## src/rtl/spi_sum_slave.sv

```systemverilog
// -----------------------------------------------------------------------------
// spi_sum_slave
//
// SPI slave that oversamples the SPI pins in the clk_i domain and deserialises
// MSB-first bytes. Each completed byte is presented on rx_data_o with a
// one-cycle rx_valid_o pulse. While selected, it shifts back the 8-bit sum of
// the two most recently completed bytes.
//
// Optional feature macro: SPI_SUM_SAT_EN
//   defined   -> the running sum saturates at 8'hFF
//   undefined -> the running sum wraps modulo 256
//
// Ports:
//   clk_i        in   system clock, rising edge
//   reset_ni     in   asynchronous active-low reset
//   ss_ni        in   slave select, active low (asynchronous)
//   sclk_i       in   SPI clock (asynchronous)
//   mosi_i       in   serial data from master (asynchronous)
//   cpol_i       in   clock polarity, latched at frame start
//   cpha_i       in   clock phase, latched at frame start
//   miso_o       out  serial response, MSB first, 0 while deselected
//   rx_data_o    out  last completed received byte
//   rx_valid_o   out  one-cycle pulse when rx_data_o updates
//   frame_err_o  out  one-cycle pulse when ss_ni rises mid-byte
// -----------------------------------------------------------------------------
module spi_sum_slave #(
  parameter int CLK_PER_SCLK_MIN = 8
) (
  input  logic       clk_i,
  input  logic       reset_ni,
  input  logic       ss_ni,
  input  logic       sclk_i,
  input  logic       mosi_i,
  input  logic       cpol_i,
  input  logic       cpha_i,
  output logic       miso_o,
  output logic [7:0] rx_data_o,
  output logic       rx_valid_o,
  output logic       frame_err_o
);

  // The synchroniser plus edge-detect path needs a few clk cycles per sclk
  // half period; reject configurations that cannot work.
  if (CLK_PER_SCLK_MIN < 4) begin : g_bad_cfg
    $error("spi_sum_slave: CLK_PER_SCLK_MIN must be at least 4");
  end

  typedef enum logic [1:0] {
    ST_IDLE   = 2'd0,
    ST_LOAD   = 2'd1,
    ST_ACTIVE = 2'd2
  } state_e;

  // 8-bit sum of two bytes, wrapping or saturating depending on the build.
  function automatic logic [7:0] sum8(input logic [7:0] a, input logic [7:0] b);
    logic [8:0] s;
    s = {1'b0, a} + {1'b0, b};
`ifdef SPI_SUM_SAT_EN
    if (s[8]) begin
      return 8'hFF;
    end else begin
      return s[7:0];
    end
`else
    return s[7:0];
`endif
  endfunction

  // Synchronisers and edge-detect delay flops
  logic ss_meta_q, ss_sync_q, ss_dly_q;
  logic sclk_meta_q, sclk_sync_q, sclk_dly_q;
  logic mosi_meta_q, mosi_sync_q, mosi_dly_q;

  // Control and datapath state
  state_e     state_q, state_d;
  logic       cpol_q, cpol_d;
  logic       cpha_q, cpha_d;
  logic [2:0] bit_cnt_q, bit_cnt_d;
  logic [6:0] rx_shift_q, rx_shift_d;
  logic [7:0] tx_shift_q, tx_shift_d;
  logic [7:0] sum_q, sum_d;
  logic [7:0] prev_q, prev_d;
  logic       done_q, done_d;

  // Registered outputs
  logic       miso_q, miso_d;
  logic [7:0] rx_data_q, rx_data_d;
  logic       rx_valid_q, rx_valid_d;
  logic       frame_err_q, frame_err_d;

  logic       ss_fall_s, ss_rise_s;
  logic       sclk_chg_s, lead_s, trail_s;
  logic       sample_s, shift_s;
  logic [7:0] byte_s, sum_new_s;

  assign ss_fall_s  = ss_dly_q & ~ss_sync_q;
  assign ss_rise_s  = ~ss_dly_q & ss_sync_q;
  assign sclk_chg_s = sclk_sync_q ^ sclk_dly_q;
  // Leading edge leaves the idle (CPOL) level, trailing edge returns to it.
  assign lead_s     = sclk_chg_s & (sclk_sync_q != cpol_q);
  assign trail_s    = sclk_chg_s & (sclk_sync_q == cpol_q);
  assign sample_s   = cpha_q ? trail_s : lead_s;
  assign shift_s    = cpha_q ? lead_s : trail_s;
  // mosi_dly_q is the data value just before the detected sclk edge.
  assign byte_s     = {rx_shift_q, mosi_dly_q};
  assign sum_new_s  = sum8(byte_s, prev_q);

  // Next-state logic for the frame FSM, shift registers and outputs.
  always_comb begin
    state_d     = state_q;
    cpol_d      = cpol_q;
    cpha_d      = cpha_q;
    bit_cnt_d   = bit_cnt_q;
    rx_shift_d  = rx_shift_q;
    tx_shift_d  = tx_shift_q;
    sum_d       = sum_q;
    prev_d      = prev_q;
    done_d      = 1'b0;
    miso_d      = miso_q;
    rx_data_d   = rx_data_q;
    rx_valid_d  = 1'b0;
    frame_err_d = 1'b0;

    // The completed byte was captured into prev_q one cycle earlier; publish
    // it now so rx_valid_o lines up with the registered miso timing.
    if (done_q) begin
      rx_data_d  = prev_q;
      rx_valid_d = 1'b1;
    end else begin
      rx_data_d  = rx_data_q;
    end

    case (state_q)
      ST_IDLE: begin
        bit_cnt_d = 3'd0;
        miso_d    = 1'b0;
        if (ss_fall_s) begin
          state_d = ST_LOAD;
        end else begin
          state_d = ST_IDLE;
        end
      end

      ST_LOAD: begin
        cpol_d     = cpol_i;
        cpha_d     = cpha_i;
        tx_shift_d = sum_q;
        bit_cnt_d  = 3'd0;
        if (ss_rise_s) begin
          state_d = ST_IDLE;
          miso_d  = 1'b0;
        end else begin
          state_d = ST_ACTIVE;
          miso_d  = sum_q[7];
        end
      end

      ST_ACTIVE: begin
        miso_d = tx_shift_q[7];
        if (sample_s) begin
          bit_cnt_d  = bit_cnt_q + 3'd1;
          rx_shift_d = byte_s[6:0];
          if (bit_cnt_q == 3'd7) begin
            // Reload tx so a following byte in the same frame starts with
            // the fresh sum's MSB.
            done_d     = 1'b1;
            prev_d     = byte_s;
            sum_d      = sum_new_s;
            tx_shift_d = sum_new_s;
          end else begin
            done_d     = 1'b0;
          end
        end else if (shift_s && (bit_cnt_q != 3'd0)) begin
          // At a byte boundary the MSB is already on the line, so the shift
          // edge that would otherwise push it out is skipped.
          tx_shift_d = {tx_shift_q[6:0], 1'b0};
        end else begin
          tx_shift_d = tx_shift_q;
        end

        if (ss_rise_s) begin
          // A byte completing on the same cycle leaves bit_cnt_d at 0,
          // so it is not flagged as an error.
          state_d     = ST_IDLE;
          miso_d      = 1'b0;
          bit_cnt_d   = 3'd0;
          frame_err_d = (bit_cnt_q + {2'd0, sample_s}) != 3'd0;
        end else begin
          state_d     = ST_ACTIVE;
        end
      end

      default: begin
        state_d   = ST_IDLE;
        bit_cnt_d = 3'd0;
        miso_d    = 1'b0;
      end
    endcase
  end

  // All flops: synchronisers, FSM state, datapath and registered outputs.
  always_ff @(posedge clk_i or negedge reset_ni) begin
    if (!reset_ni) begin
      // ss synchroniser resets to "selected" so that a slave select still
      // held low across reset release never looks like a fresh falling edge.
      ss_meta_q   <= 1'b0;
      ss_sync_q   <= 1'b0;
      ss_dly_q    <= 1'b0;
      sclk_meta_q <= 1'b0;
      sclk_sync_q <= 1'b0;
      sclk_dly_q  <= 1'b0;
      mosi_meta_q <= 1'b0;
      mosi_sync_q <= 1'b0;
      mosi_dly_q  <= 1'b0;
      state_q     <= ST_IDLE;
      cpol_q      <= 1'b0;
      cpha_q      <= 1'b0;
      bit_cnt_q   <= 3'd0;
      rx_shift_q  <= 7'd0;
      tx_shift_q  <= 8'd0;
      sum_q       <= 8'd0;
      prev_q      <= 8'd0;
      done_q      <= 1'b0;
      miso_q      <= 1'b0;
      rx_data_q   <= 8'd0;
      rx_valid_q  <= 1'b0;
      frame_err_q <= 1'b0;
    end else begin
      ss_meta_q   <= ss_ni;
      ss_sync_q   <= ss_meta_q;
      ss_dly_q    <= ss_sync_q;
      sclk_meta_q <= sclk_i;
      sclk_sync_q <= sclk_meta_q;
      sclk_dly_q  <= sclk_sync_q;
      mosi_meta_q <= mosi_i;
      mosi_sync_q <= mosi_meta_q;
      mosi_dly_q  <= mosi_sync_q;
      state_q     <= state_d;
      cpol_q      <= cpol_d;
      cpha_q      <= cpha_d;
      bit_cnt_q   <= bit_cnt_d;
      rx_shift_q  <= rx_shift_d;
      tx_shift_q  <= tx_shift_d;
      sum_q       <= sum_d;
      prev_q      <= prev_d;
      done_q      <= done_d;
      miso_q      <= miso_d;
      rx_data_q   <= rx_data_d;
      rx_valid_q  <= rx_valid_d;
      frame_err_q <= frame_err_d;
    end
  end

  assign miso_o      = miso_q;
  assign rx_data_o   = rx_data_q;
  assign rx_valid_o  = rx_valid_q;
  assign frame_err_o = frame_err_q;

endmodule

```

## config.mk

```make
export PLATFORM = sky130hd
export DESIGN_NAME = spi_sum_slave
export DESIGN_NICKNAME = d
export VERILOG_FILES = /design/src/rtl/spi_sum_slave.sv
export SDC_FILE = /design/constraint.sdc
export NUM_CORES = 1
export LEC_CHECK = 0
export CAP_MARGIN = 20
export CORE_MARGIN = 1.5
export CORE_UTILIZATION = 30
export CTS_BUF_LIST = sky130_fd_sc_hd__clkbuf_16
export CTS_CLUSTER_DIAMETER = 80
export DETAILED_ROUTE_END_ITERATION = 8
export GPL_TIMING_DRIVEN = 0
export PLACE_DENSITY = 0.57
export SETUP_SLACK_MARGIN = 0.3
export SYNTH_ARGS = -nofsm -noshare
export SYNTH_HDL_FRONTEND = slang
export SYNTH_SLANG_ARGS = --single-unit
```

## constraint.sdc

```tcl
create_clock -name clk_i -period 6.05 [get_ports clk_i]
set_input_delay 0.9075 -clock clk_i [delete_from_list [all_inputs] [get_ports clk_i]]
set_output_delay 0.9075 -clock clk_i [all_outputs]
set_load 0.02 [all_outputs]
```

=== After elaboration in Yosys (flattened, before gate mapping) ===
Index checks and enable logic that the tools add are counted.

* Flip-flop bits (word level): 59
* Input bits: 7
* Output and inout bits: 11
* Logic and storage cells: 70

* $add $sub $neg: 3
* Equal/unequal tests: 8
* Mux-type cells: 21
* Bitwise operators: 7
* Reductions and logical operators: 9

{| class="wikitable"
|+ Operators by type and width
! operator !! number
|-
| 2-to-1 mux 8 bit || 3
|-
| case mux 8 bit (2 select lines) || 1
|-
| 2-to-1 mux 1 bit || 11
|-
| 2-to-1 mux 3 bit || 3
|-
| inequality test 3 bit, second input constant || 3
|-
| adder 8 bit || 1
|-
| AND reduction 3 bit || 2
|-
| nonzero test 3 bit || 2
|-
| bitwise AND 1 bit || 4
|-
| case mux 2 bit (2 select lines) || 1
|-
| adder 3 x 1 -> 3 bit || 1
|-
| adder 3 x 1 -> 3 bit, second input constant || 1
|-
| == test 3 bit, second input constant || 1
|-
| == test 2 x 1 -> 1 bit, second input constant || 1
|-
| == test 2 bit, second input constant || 1
|-
| logical NOT 2 bit || 1
|-
| 2-to-1 mux 2 bit || 1
|-
| inverter 1 bit || 2
|-
| case mux 1 bit (2 select lines) || 1
|-
| AND reduction 2 bit || 1
|-
| nonzero test 2 bit || 1
|-
| OR reduction 2 bit || 1
|-
| == test 1 bit || 1
|-
| logical AND 1 bit || 1
|-
| 2 further kinds || 2
|}

=== Depth between registers and ports, before layout ===
* Depth after elaboration: 7
* Gate-level depth with buffers: 9
* Mapped depth without buffers: 8

=== Worst setup path before layout ===
OpenSTA, ideal clock, no wires.

* Path type: reg-to-reg
* Start point: reg state_q[0]
* End point: reg tx_shift_q[0]
* Library setup time: 0.125 ns
* Data arrival time: 1.892 ns
* Data required time: 5.925 ns
* Setup slack: 4.033 ns
* Cell stages (with the launch flop): 9
* Buffers on the path: 2
* Period minus slack after synthesis: 2.017 ns
* Path through: dfrtp_1 -> inv_1 -> ha_1 -> clkbuf_1 -> nor4bb_1 -> mux2_4 -> a311o_1 -> buf_2 -> mux2_4

* Longest elaborated chain between the ends: 3
* Elaborated cells between the ends (all ways): 7
* Classes of those cells: 4 x eq/ne; 1 x mux; 2 x reduce/logical

{| class="wikitable"
|+ Ends and longest elaborated chain
! item !! line !! source
|-
| from (decl) || 75 || <nowiki>state_e state_q, state_d;</nowiki>
|-
| from (signal assigned) || 238 || <nowiki>state_q <= state_d;</nowiki>
|-
| == test 2 bit or == test 2 x 1 -> 1 bit (tied branches) || 133 || <nowiki>case (state_q)</nowiki>
|-
| inequality test 3 bit (no source line) or nonzero test 2 bit (tied branches) || -- ||
|-
| AND reduction 3 bit (no source line) || -- ||
|-
| to (signal assigned) || 243 || <nowiki>tx_shift_q <= tx_shift_d;</nowiki>
|-
| to (decl) || 80 || <nowiki>logic [7:0] tx_shift_q, tx_shift_d;</nowiki>
|}

Parallel ways exist; a longest one is shown, timed or not.
A chain may end at the register's enable or synchronous reset.

=== Final worst setup path ===
* Start point: reg bit_cnt_q[0]
* End point: reg tx_shift_q[0]

* Longest elaborated chain between the ends: 4
* Elaborated cells between the ends (all ways): 6
* Classes of those cells: 3 x eq/ne; 3 x reduce/logical

{| class="wikitable"
|+ Ends and longest elaborated chain
! item !! line !! source
|-
| from (decl) || 78 || <nowiki>logic [2:0] bit_cnt_q, bit_cnt_d;</nowiki>
|-
| from (signal assigned) || 241 || <nowiki>bit_cnt_q <= bit_cnt_d;</nowiki>
|-
| nonzero test 3 bit || 173 || <nowiki>end else if (shift_s && (bit_cnt_q != 3'd0)) begin</nowiki>
|-
| logical AND 1 bit || 173 ||
|-
| inequality test 3 bit (no source line) || -- ||
|-
| AND reduction 3 bit (no source line) (*) || -- ||
|}

Every way passes the cells marked *; elsewhere a longest branch is shown, timed or not.

==> results.txt <==
H-Tree Depth: 3
Synth top area cells: dfrtp_1, mux2_2, ha_1, nand2_1, o21ai_0
Synth Instances: 250
RSZ-0062 raised after global routing: false
Die W: 100.0 um
Core area: 0.009196 mm^2
Clock Latency Late Sink: 0.32 ns
Global Route Usage Sum: 0.1210
Crit end category: flop
R2r setup slk: 3.80 ns
EDFF count, synth: 0
Synth async-reset ratio: 1.000
Initial antenna violation count: 0
VDD IR-drop max: 0.1547 mV
Met1 usage: 0.1527
Synth warn: 0
DP Wirelength: 3.629 mm
Power per cell area: 392.9 mW/mm^2
FP Rows: 35
Routed len/inst: 12.93 um
Antenna Cells: 0
Met2 Use GR: 0.1920
Seq cells post-synth: 59
GRT Residual Overflow: 0
Fin nets: 302
P_leak: 0.001616 uW
Via count: 1,843
Slowest-stage cell, CP: dfrtp_1
Final Hold Vio Count: 0
Final wirelength: 5.108 mm
Setup TNS: 0 ns
Worst EP required: 6.25 ns
Grt met3 use: 0.04039
CTS tree: yes
Crit-path max cell delay: 0.40 ns
Slew @ Worst Pin: 0.5923 ns
Fin crit share: 0.3715
Minimum clock period after layout: 2.248 ns
Post-cts gate resize count: 0
DRT Pass-1 Iters: 2
First-pass GRT wire length: 9.259 mm
Routed Antenna Nets: 0
Synth top area share: 0.5226
CP cell instances: ha_1, ha_1, nor4bb_1, mux2_4, a311o_1, buf_2, mux2_4
Hold-fix buffers, CTS: 0
Vias in the first global route: 1,937
Starting Density: 0.3072
HP Class: reg -> reg
Max Clock Skew: 0.006180 ns
# DRC: 0
Most used DFF post-synth: dfrtp_1
Die height: 100.0 um
Port Buffers: 17
CTS Sinks: 59
GRT Max-Usage Layer: met2
Ratio of cells with drive above 1 in the final layout: 0.1585
Synthesized Nets: 273
Setup violators final: 0
Worst-path clk slew: 0.05 ns
Fmax: 0.4449 GHz
Die area: 0.01001 mm^2
Distinct cells, synth: 45
Total of max-cap violations: 0
Synthesis-to-finish area growth: 22.41%
Relative slew slack: 0.6051
Synth area leader: dfrtp_1
Setup bufs post-CTS: 0
I/O pin cnt: 18
Avg Cell Area, Syn: 11.30 um^2
Worst slack at placement: 3.797 ns
CTS Buf Count: 9
Synthesized area: 0.002825 mm^2
Worst setup SP type: flop
CP max FO: 10
Seq/Total Area, Yosys: 0.5226
Via/cell ratio: 4.666
CTS root buf: clkbuf_16
CP Class: reg -> reg
Fin worst setup slack: 3.802 ns
Critical Path AT: 2.45 ns
Outcome: finished, final reports clean
1st-iter DRT viols: 53
GP Congestion: 0.7349
Worst-case clock buffer depth: 2
Max-slew violation count: 0
Largest net degree at the start of global routing: 40
[worst max-delay path, delay by kind of cell (launching register included)]
kind | cells | cell delay, ns
AOI/OAI and AO/OA | 1 | 0.15
muxes | 2 | 0.52
DFF | 1 | 0.40
buffers and inverters | 1 | 0.23
adders and majority gates | 2 | 0.51
and+or+nand+nor | 1 | 0.31
[metrics by stage]
| stage | instance area (um^2) | std cells | hold WS, ns | util | total power [uW] |
|---|---|---|---|---|---|
| final | 3458 | 395 | 0.3473 | 0.3761 | 1359 |
| after global routing | 3458 | 395 | 0.3578 | 0.3761 | 1446 |
| after CTS | 3458 | 395 | 0.3482 | 0.3761 | 1380 |
| after detailed placement | 3149 | 379 | 0.3363 | 0.3424 | 844.1 |
| after global placement | 3134 | 378 | 0.3328 | 0.3408 | 836.5 |
| after floorplan | 2825 | 250 | 0.3312 | - | 763.5 |
[final cells by class]
| class | instances | area [um^2] |
|---|---|---|
| clock inverter | 7 | 83.83 |
| fill | 940 | 5738 |
| timing repair buffer | 18 | 185.2 |
| multi-input combinational | 169 | 1262 |
| tap | 111 | 138.9 |
| sequential | 59 | 1476 |
| buffer | 10 | 41.29 |
| clock buffer | 9 | 225.2 |
| inverter | 12 | 45.04 |
[cell usage in the layout, fill, tap and decap left out, drive strengths merged, types with 4 or more instances in the layout]
master / netlist / routed
o21ai: 12 / 12
mux2: 20 / 20
a21oi: 5 / 5
nand2: 34 / 34
xnor2: 6 / 6
nor2b: 5 / 5
clkdlybuf4s50: 0 / 16
dfrtp: 59 / 59
clkbuf: 8 / 17
ha: 15 / 15
nand2b: 5 / 5
nor2: 16 / 16
nor3: 5 / 5
inv: 12 / 13
mux2i: 6 / 6
buf: 2 / 4
[metal layers]
metal	share of wire	vias to the layer above
met5	0	-
met4	0.017	0
met3	0.030	10
met2	0.47	20
met1	0.49	891
li1	-	922
[synthesized netlist by cell type, drive strengths merged, types with 5 or more instances]
library cell	n
a21oi	5
clkbuf	8
dfrtp	59
ha	15
inv	12
mux2	20
mux2i	6
nand2	34
nand2b	5
nor2	16
nor2b	5
nor3	5
o21ai	12
xnor2	6
[final timing paths]
path,depth (start not counted),endpoint,startpoint
hold reg to reg,0,ss_sync_q$_DFF_PN0_,ss_meta_q$_DFF_PN0_
max in group asynchronous,2,sum_q[6]$_DFFE_PN0P_,reset_ni
setup / recovery,7,tx_shift_q[0]$_DFFE_PN0P_,bit_cnt_q[0]$_DFFE_PN0P_
setup reg to reg,7,tx_shift_q[0]$_DFFE_PN0P_,bit_cnt_q[0]$_DFFE_PN0P_
hold / removal,0,ss_sync_q$_DFF_PN0_,ss_meta_q$_DFF_PN0_
min in group asynchronous,1,rx_data_o[5]$_DFFE_PN0P_,reset_ni
[kinds of logic (layout without fill, tap and decap cells)]
kind of cell | after synthesis | in the layout | synth area share
AO/OA/AOI/OAI | 40 | 40 | 0.1010
XOR/XNOR | 9 | 9 | 0.03455
adder cells (fa/ha/maj) | 16 | 16 | 0.07352
buffers and inverters | 22 | 56 | 0.03056
flip-flops | 59 | 59 | 0.5226
multiplexers | 26 | 26 | 0.1081
AND/OR/NAND/NOR | 78 | 78 | 0.1298
[flip-flops by register name (all words and copies together), names as in the netlist, 2 cells and up]
register,cells
prev_q,8
rx_data_o,8
sum_q,8
tx_shift_q,8
rx_shift_q,7
bit_cnt_q,3
state_q,2
[where the power goes]
part	leakage (uW)	internal (uW)	switching (uW)
Combinational	0.000681	159	181
Clock	0.000152	355	170
Sequential	0.000783	450	43.9
Total	0.00162	964	395
No activity file was read; power rests on OpenSTA's default activity.
